**config.mk**
```make
export PLATFORM = sky130hd
export DESIGN_NAME = uart_tx_scheduler_flat
export DESIGN_NICKNAME = d
export VERILOG_FILES = /design/src/rtl/uart_tx_scheduler_if.sv /design/src/rtl/uart_tx_scheduler.sv /design/src/flat_wrapper.sv
export SDC_FILE = /design/constraint.sdc
export NUM_CORES = 1
export LEC_CHECK = 0
export ABC_CLOCK_PERIOD_IN_PS = 1850
export CAP_MARGIN = 0
export CELL_PAD_IN_SITES_DETAIL_PLACEMENT = 1
export CELL_PAD_IN_SITES_GLOBAL_PLACEMENT = 1
export CORE_MARGIN = 2
export CORE_UTILIZATION = 22
export CTS_BUF_LIST = sky130_fd_sc_hd__clkbuf_4
export DETAILED_ROUTE_END_ITERATION = 6
export HOLD_SLACK_MARGIN = 0.1
export PLACE_DENSITY = 0.88
export SETUP_SLACK_MARGIN = 0.4
export SLEW_MARGIN = 30
export SYNTH_ARGS = -nofsm -noshare
export SYNTH_HDL_FRONTEND = slang
export SYNTH_SLANG_ARGS = --single-unit
```
**constraint.sdc**
```tcl
create_clock -name clk_i -period 1.85 [get_ports clk_i]
set_input_delay 0.185 -clock clk_i [delete_from_list [all_inputs] [get_ports clk_i]]
set_output_delay 0.185 -clock clk_i [all_outputs]
set_load 0.03 [all_outputs]
```
**src/rtl/uart_tx_scheduler_if.sv**
```systemverilog
// uart_tx_scheduler_if: bundles the producer-side byte handshake and the
// transmitter-side FIFO/config signals of the shared UART TX scheduler.
// slave  : the scheduler's view.
// master : the surrounding logic's view (producers, control, transmitter).
interface uart_tx_scheduler_if #(
  parameter int NUM_REQ = 4
);
  logic [NUM_REQ-1:0]   req_valid_i;
  logic [NUM_REQ*8-1:0] req_data_i;
  logic [NUM_REQ-1:0]   req_last_i;
  logic [NUM_REQ-1:0]   req_ready_o;
  logic                 cfg_req_i;
  logic                 cfg_busy_o;
  logic                 cfg_done_o;
  logic [7:0]           tx_data_o;
  logic                 tx_fifo_write_o;
  logic                 tx_fifo_full_i;
  logic                 tx_fifo_empty_i;
  logic                 tx_done_i;
  logic                 req_done_i;
  logic                 config_req_mst_o;

  modport slave (
    input  req_valid_i, req_data_i, req_last_i, cfg_req_i,
           tx_fifo_full_i, tx_fifo_empty_i, tx_done_i, req_done_i,
    output req_ready_o, cfg_busy_o, cfg_done_o, tx_data_o,
           tx_fifo_write_o, config_req_mst_o
  );

  modport master (
    output req_valid_i, req_data_i, req_last_i, cfg_req_i,
           tx_fifo_full_i, tx_fifo_empty_i, tx_done_i, req_done_i,
    input  req_ready_o, cfg_busy_o, cfg_done_o, tx_data_o,
           tx_fifo_write_o, config_req_mst_o
  );
endinterface

```
**src/rtl/uart_tx_scheduler.sv**
```systemverilog
// uart_tx_scheduler: round-robin sharing of one UART transmitter's FIFO write
// port among NUM_REQ byte producers, with a drain-then-configure sequence
// for configuration requests. Grants are combinational (zero latency).
// Optional feature macro: UART_TX_PACKET_LOCK_EN -- keeps the grant on one
// requester until it transfers a byte flagged with req_last_i.
module uart_tx_scheduler #(
  parameter int NUM_REQ = 4
) (
  input  logic                clk_i,
  input  logic                rst_n_i,
  uart_tx_scheduler_if.slave  bus
);

  localparam int DATA_W = 8;
  localparam int PTR_W  = (NUM_REQ > 1) ? $clog2(NUM_REQ) : 1;

  typedef enum logic [1:0] {
    ST_ARB   = 2'd0,
    ST_DRAIN = 2'd1,
    ST_CFG   = 2'd2
  } state_t;

  state_t               state_q, state_d;
  logic [PTR_W-1:0]     rr_ptr_q;
  logic                 outstanding_q;
  logic                 cfg_req_mst_q;
  logic                 cfg_done_q;
  logic                 set_cfg, clr_cfg;

  logic                 rr_vld;
  logic [PTR_W-1:0]     rr_idx;
  logic [PTR_W-1:0]     cand;
  logic                 grant_vld;
  logic [PTR_W-1:0]     grant_idx;
  logic [NUM_REQ-1:0]   ready;
  logic [DATA_W-1:0]    tx_data;
  logic                 tx_write;
  logic                 lock_active;

  // Round-robin search: first valid requester after rr_ptr, wrapping.
  always_comb begin
    rr_vld = 1'b0;
    rr_idx = '0;
    cand   = '0;
    for (int k = 1; k <= NUM_REQ; k++) begin
      cand = PTR_W'((int'(rr_ptr_q) + k) % NUM_REQ);
      if (!rr_vld && bus.req_valid_i[cand]) begin
        rr_vld = 1'b1;
        rr_idx = cand;
      end
    end
  end

`ifdef UART_TX_PACKET_LOCK_EN
  logic             locked_q;
  logic [PTR_W-1:0] lock_idx_q;

  assign lock_active = locked_q;

  // Grant: only in ARB with FIFO room; a locked packet owns the port.
  always_comb begin
    grant_vld = 1'b0;
    grant_idx = '0;
    if (state_q == ST_ARB && !bus.tx_fifo_full_i) begin
      if (locked_q) begin
        grant_vld = bus.req_valid_i[lock_idx_q];
        grant_idx = lock_idx_q;
      end else begin
        grant_vld = rr_vld;
        grant_idx = rr_idx;
      end
    end
  end

  // Packet lock: engage after a non-last byte, release after a last byte.
  always_ff @(posedge clk_i or negedge rst_n_i) begin
    if (!rst_n_i) begin
      locked_q   <= 1'b0;
      lock_idx_q <= '0;
    end else if (tx_write) begin
      locked_q   <= !bus.req_last_i[grant_idx];
      lock_idx_q <= grant_idx;
    end
  end
`else
  logic unused_last;

  assign lock_active = 1'b0;
  assign unused_last = ^bus.req_last_i;

  // Grant: only in ARB with FIFO room, plain per-byte round robin.
  always_comb begin
    grant_vld = 1'b0;
    grant_idx = '0;
    if (state_q == ST_ARB && !bus.tx_fifo_full_i) begin
      grant_vld = rr_vld;
      grant_idx = rr_idx;
    end
  end
`endif

  // One-hot ready and the granted byte steered to the transmitter FIFO.
  always_comb begin
    ready   = '0;
    tx_data = '0;
    if (grant_vld) begin
      ready[grant_idx] = 1'b1;
    end
    for (int i = 0; i < NUM_REQ; i++) begin
      if (ready[i] && bus.req_valid_i[i]) begin
        tx_data = bus.req_data_i[8*i +: 8];
      end
    end
  end

  assign tx_write = |(bus.req_valid_i & ready);

  // FSM state register.
  always_ff @(posedge clk_i or negedge rst_n_i) begin
    if (!rst_n_i) begin
      state_q <= ST_ARB;
    end else begin
      state_q <= state_d;
    end
  end

  // FSM next state; config request is only sampled in ARB and only unlocked.
  always_comb begin
    state_d = state_q;
    set_cfg = 1'b0;
    clr_cfg = 1'b0;
    case (state_q)
      ST_ARB: begin
        if (bus.cfg_req_i && !lock_active) begin
          state_d = ST_DRAIN;
        end
      end
      ST_DRAIN: begin
        if (bus.tx_fifo_empty_i && !outstanding_q) begin
          state_d = ST_CFG;
          set_cfg = 1'b1;
        end
      end
      ST_CFG: begin
        if (bus.req_done_i) begin
          state_d = ST_ARB;
          clr_cfg = 1'b1;
        end
      end
      default: state_d = ST_ARB;
    endcase
  end

  // Round-robin pointer follows the last granted requester.
  always_ff @(posedge clk_i or negedge rst_n_i) begin
    if (!rst_n_i) begin
      rr_ptr_q <= PTR_W'(NUM_REQ - 1);
    end else if (tx_write) begin
      rr_ptr_q <= grant_idx;
    end
  end

  // In-flight frame tracker; a new write beats a same-cycle end-of-frame.
  always_ff @(posedge clk_i or negedge rst_n_i) begin
    if (!rst_n_i) begin
      outstanding_q <= 1'b0;
    end else if (tx_write) begin
      outstanding_q <= 1'b1;
    end else if (bus.tx_done_i && bus.tx_fifo_empty_i) begin
      outstanding_q <= 1'b0;
    end
  end

  // Registered config request to the transmitter and completion pulse.
  always_ff @(posedge clk_i or negedge rst_n_i) begin
    if (!rst_n_i) begin
      cfg_req_mst_q <= 1'b0;
      cfg_done_q    <= 1'b0;
    end else begin
      cfg_done_q <= clr_cfg;
      if (set_cfg) begin
        cfg_req_mst_q <= 1'b1;
      end else if (clr_cfg) begin
        cfg_req_mst_q <= 1'b0;
      end
    end
  end

  assign bus.req_ready_o      = ready;
  assign bus.tx_data_o        = tx_data;
  assign bus.tx_fifo_write_o  = tx_write;
  assign bus.cfg_busy_o       = (state_q != ST_ARB);
  assign bus.cfg_done_o       = cfg_done_q;
  assign bus.config_req_mst_o = cfg_req_mst_q;

endmodule

```
**src/flat_wrapper.sv**
```systemverilog
// flat-port wrapper written by rule: the top's interface ports become plain ports
module uart_tx_scheduler_flat 
#(
  parameter int NUM_REQ = 4
)
  (clk_i, rst_n_i, bus_req_valid_i, bus_req_data_i, bus_req_last_i, bus_cfg_req_i, bus_tx_fifo_full_i, bus_tx_fifo_empty_i, bus_tx_done_i, bus_req_done_i, bus_req_ready_o, bus_cfg_busy_o, bus_cfg_done_o, bus_tx_data_o, bus_tx_fifo_write_o, bus_config_req_mst_o);
  uart_tx_scheduler_if #(.NUM_REQ(NUM_REQ)) bus_i ();
  input  logic clk_i;
  input  logic rst_n_i;
  input wire logic [$bits(bus_i.req_valid_i)-1:0] bus_req_valid_i;
  input wire logic [$bits(bus_i.req_data_i)-1:0] bus_req_data_i;
  input wire logic [$bits(bus_i.req_last_i)-1:0] bus_req_last_i;
  input wire logic [$bits(bus_i.cfg_req_i)-1:0] bus_cfg_req_i;
  input wire logic [$bits(bus_i.tx_fifo_full_i)-1:0] bus_tx_fifo_full_i;
  input wire logic [$bits(bus_i.tx_fifo_empty_i)-1:0] bus_tx_fifo_empty_i;
  input wire logic [$bits(bus_i.tx_done_i)-1:0] bus_tx_done_i;
  input wire logic [$bits(bus_i.req_done_i)-1:0] bus_req_done_i;
  output wire logic [$bits(bus_i.req_ready_o)-1:0] bus_req_ready_o;
  output wire logic [$bits(bus_i.cfg_busy_o)-1:0] bus_cfg_busy_o;
  output wire logic [$bits(bus_i.cfg_done_o)-1:0] bus_cfg_done_o;
  output wire logic [$bits(bus_i.tx_data_o)-1:0] bus_tx_data_o;
  output wire logic [$bits(bus_i.tx_fifo_write_o)-1:0] bus_tx_fifo_write_o;
  output wire logic [$bits(bus_i.config_req_mst_o)-1:0] bus_config_req_mst_o;
  assign bus_i.req_valid_i = bus_req_valid_i;
  assign bus_i.req_data_i = bus_req_data_i;
  assign bus_i.req_last_i = bus_req_last_i;
  assign bus_i.cfg_req_i = bus_cfg_req_i;
  assign bus_i.tx_fifo_full_i = bus_tx_fifo_full_i;
  assign bus_i.tx_fifo_empty_i = bus_tx_fifo_empty_i;
  assign bus_i.tx_done_i = bus_tx_done_i;
  assign bus_i.req_done_i = bus_req_done_i;
  assign bus_req_ready_o = bus_i.req_ready_o;
  assign bus_cfg_busy_o = bus_i.cfg_busy_o;
  assign bus_cfg_done_o = bus_i.cfg_done_o;
  assign bus_tx_data_o = bus_i.tx_data_o;
  assign bus_tx_fifo_write_o = bus_i.tx_fifo_write_o;
  assign bus_config_req_mst_o = bus_i.config_req_mst_o;
  uart_tx_scheduler #(.NUM_REQ(NUM_REQ)) u_core (.clk_i(clk_i), .rst_n_i(rst_n_i), .bus(bus_i));
endmodule
```
==> qor.txt <==
Violations in the final reports = negative setup slack
Fillcell total = 350
R2R Path End = u_core.rr_ptr_q[0]
Result of the run = finished with violations
Worst reg-to-reg path cell count = 7
Relative slew slack = 78.4%
Placed Cells incl. Taps = 197
Chip width = 62.3 µm
Crit-path cells = mux2i_2, o21ai_2, a21oi_4, buf_12, mux2i_4, o22ai_4, buf_6
Via-to-Cell Ratio = 4.78
Worst clock skew = 0.00742 ns
Crit-path slowest cell = sky130_fd_sc_hd__dfstp_2
Synth Warn # = 0
Worst supply voltage drop on vdd = 597 µV
Length of the first detailed-routing pass in iterations = 4
Number of global-route vias before repair = 1161
Post-Syn Nets = 126
Part of the Yosys area used for sequential elements = 23.7%
Setup WS post-layout = -0.399 ns
Clock tree buffer depth = 2
Initial core utilization = 22.6%
CTS H-tree lvls = 1
Summed instance area of the synthesized netlist = 748 µm²
Biggest area consumer among synthesized cells = sky130_fd_sc_hd__mux2i_1
P&R area growth vs syn = 173%
CP Launch Type = flop
Kind of end point of the critical path = output port
Critical Path RT = 1.66 ns
Remaining design rule violation count = 0
Number of max-slew violations in the final report = 0
Clock sinks = 7
Slowest stage delay, CP = 0.61 ns
CP Data Arrival Time = 2.06 ns
Max-cap viol count = 0
Port bufs = 58
Overflow left after global routing = 0
Number of buffers inserted during clock tree synthesis = 3
FF+latch area = 178 µm²
Worst setup path category = flop to output port
Insertion delay to the later sink of the worst-skew pair = 0.25 ns
Multi-input combinational cell area = 895 µm²
Average size of a mapped cell = 9.47 µm²
Fin. Hold Viols = 0
Cell count after synthesis = 79
Yosys top cell area share = 24.1%
Peak clock frequency supported by timing = 445 MHz
Antenna Diode Count = 0
Placeable core region = 3310 µm²
Number of antenna violations at the first check in global routing = 0
Category of cells accounting for the largest share of critical-path delay = flip-flops
Final Routed Wirelength = 3690 µm
Reg-to-Reg Start = u_core.rr_ptr_q[1]
Cell variety after synth = 33
Tmin final = 2.25 ns
Global-route wire length before repair = 5540 µm
Height of the chip = 62.3 µm
Buffer and inverter count on the worst path = 2
Total Nets Final = 211
Weighted congestion reported at the end of routability-driven placement = 0.786
Detailed placement HPWL = 2380 µm
Cell at the root of the clock tree = sky130_fd_sc_hd__clkbuf_4
Layout cell share with drive strength beyond 1 = 55.2%
Power density over the cells = 1260 nW/µm²
Largest net degree at the start of global routing = 14
Register-to-register setup slack = 0.14 ns
Setup repair after global routing missed its margin = yes
Number of vias after detailed routing = 1000
Top-Level Pins = 63
Seq cells post-synth = 7
Routed len/inst = 17.6 µm
Clock tree from TritonCTS = done
Leakage Power = 0.790 nW
Type of the most critical hold path = primary input to async pin
DRC violation total after the first TritonRoute iteration = 8
Number of core rows = 21
Area of the die = 3880 µm²
Worst slew pin tran = 0.324 ns
Antenna Nets Post-Route = 0
Biggest area contributors in the synthesized netlist = sky130_fd_sc_hd__mux2i_1, sky130_fd_sc_hd__dfrtp_1, sky130_fd_sc_hd__o22ai_2
Clock-pin transition on the worst setup and hold timing paths = 0.06 ns
Power after layout = 2.58 mW
Global Route Usage Sum = 18.5%
Count of non-filler cells in the finished layout = 209
Final setup violation count = 12
Final worst-path cycle share = 122%
CP Max Fanout = 7
[layout by cell type (no fill, tap or decap), types with 2 or more instances in the layout]
master / n
sky130_fd_sc_hd__o21ai_0: 3
sky130_fd_sc_hd__a21oi_4: 2
sky130_fd_sc_hd__clkbuf_4: 4
sky130_fd_sc_hd__buf_12: 4
sky130_fd_sc_hd__buf_4: 17
sky130_fd_sc_hd__buf_6: 15
sky130_fd_sc_hd__inv_1: 2
sky130_fd_sc_hd__dfstp_2: 2
sky130_fd_sc_hd__clkdlybuf4s50_1: 39
sky130_fd_sc_hd__nand2b_4: 2
sky130_fd_sc_hd__nand2_1: 7
sky130_fd_sc_hd__dfrtp_1: 5
sky130_fd_sc_hd__dlygate4sd2_1: 4
sky130_fd_sc_hd__o22ai_4: 8
sky130_fd_sc_hd__mux2i_4: 16
sky130_fd_sc_hd__dlymetal6s2s_1: 2
sky130_fd_sc_hd__nor2_4: 2
sky130_fd_sc_hd__mux2_2: 2
sky130_fd_sc_hd__nor2_1: 4
[per-layer routing]
metal,track usage [%],part of all wire [%],wire length (µm),up-vias
li1,-,-,-,473
met1,16.3,32,1190,490
met2,41.3,63,2310,33
met3,2.72,4.0,146,4
met4,5.56,1.2,43,0
met5,0,0,0,-
[metrics by stage]
step                      setup slack, ns  util, %  TNS, ns  instance area (µm²)  hold WS [ns]
after floorplan                  -0.00861        -  -0.0603                  878        -0.111
after global placement             -0.257     48.9    -2.71                 1620         0.458
after detailed placement           -0.351     48.9    -3.58                 1620         0.467
after CTS                          -0.338     57.9    -3.35                 1920         0.200
after global routing               -0.521     61.6    -5.20                 2040         0.185
final                              -0.399     61.6    -3.99                 2040         0.185
[synth_stat cells]
cell	n
sky130_fd_sc_hd__a211oi_2	1
sky130_fd_sc_hd__a21oi_1	2
sky130_fd_sc_hd__a21oi_4	1
sky130_fd_sc_hd__a22o_1	1
sky130_fd_sc_hd__a22oi_1	1
sky130_fd_sc_hd__and3_1	1
sky130_fd_sc_hd__buf_4	2
sky130_fd_sc_hd__buf_6	1
sky130_fd_sc_hd__clkinv_4	1
sky130_fd_sc_hd__dfrtp_1	5
sky130_fd_sc_hd__dfstp_2	2
sky130_fd_sc_hd__inv_1	2
sky130_fd_sc_hd__inv_2	1
sky130_fd_sc_hd__mux2_2	2
sky130_fd_sc_hd__mux2i_1	18
sky130_fd_sc_hd__nand2_1	7
sky130_fd_sc_hd__nand2_2	1
sky130_fd_sc_hd__nand2b_1	1
sky130_fd_sc_hd__nand2b_2	1
sky130_fd_sc_hd__nand3b_1	1
sky130_fd_sc_hd__nor2_1	6
sky130_fd_sc_hd__nor2b_1	1
sky130_fd_sc_hd__nor3_1	1
sky130_fd_sc_hd__nor3b_1	1
sky130_fd_sc_hd__nor3b_2	1
sky130_fd_sc_hd__nor4_1	1
sky130_fd_sc_hd__o21ai_0	4
sky130_fd_sc_hd__o21ai_1	1
sky130_fd_sc_hd__o21ai_2	1
sky130_fd_sc_hd__o22ai_1	1
sky130_fd_sc_hd__o22ai_2	7
sky130_fd_sc_hd__or2_1	1
sky130_fd_sc_hd__or3_4	1
[worst max-delay path by stage]
stage	endpoint	from	slack [ns]	cells after the start
3_3_place_gp	bus_tx_data_o[5]	bus_req_valid_i[0]	-0.26	8
3_5_place_dp	bus_tx_data_o[5]	bus_req_valid_i[0]	-0.35	8
2_1_floorplan	bus_tx_data_o[0]	u_core.state_q[1]	-0.009	6
4_1_cts	bus_tx_data_o[2]	u_core.rr_ptr_q[1]	-0.34	7
5_1_grt	bus_tx_data_o[1]	u_core.rr_ptr_q[1]	-0.52	7
6_report	bus_tx_data_o[1]	u_core.rr_ptr_q[1]	-0.40	7
[logic make-up after synthesis]
logic type,count (synthesis),synth area share [%]
AOI/OAI and AO/OA,20,24.4
buffers and inverters,7,6.19
DFF,7,23.7
muxes,20,27.1
and+or+nand+nor,25,18.6
[power by group]
| part | switching [mW] | total, mW | leakage [nW] | internal, mW |
|---|---|---|---|---|
| sequential | 0.0628 | 0.295 | 0.0804 | 0.232 |
| clock | 0.0589 | 0.156 | 0.0184 | 0.0971 |
| combinational | 0.985 | 2.13 | 0.691 | 1.14 |
| total | 1.11 | 2.58 | 0.790 | 1.47 |
[state kept, by name, indices dropped and copies added (netlist names)]
| register | cells |
|---|---|
| u_core.outstanding_q | 1 |
| u_core.bus.cfg_done_o | 1 |
| u_core.rr_ptr_q | 2 |
| u_core.bus.config_req_mst_o | 1 |
| u_core.state_q | 2 |
[final cells by class]
type	count	share of cell area [%]
clock buffer	4	1.47
inverter	4	1.35
multi-input combinational	66	43.9
sequential	7	8.71
tap	46	2.82
timing repair buffer	82	41.8
[timing repair]
action                                  CTS  global route
cloned                                    0             2
hold buffers                              0             0
pin swaps                                 8             4
endpoints found under the setup margin   17            16
buffers inserted                          4             2
gates resized for setup                  50            13
No activity file was read; power rests on OpenSTA's default activity.
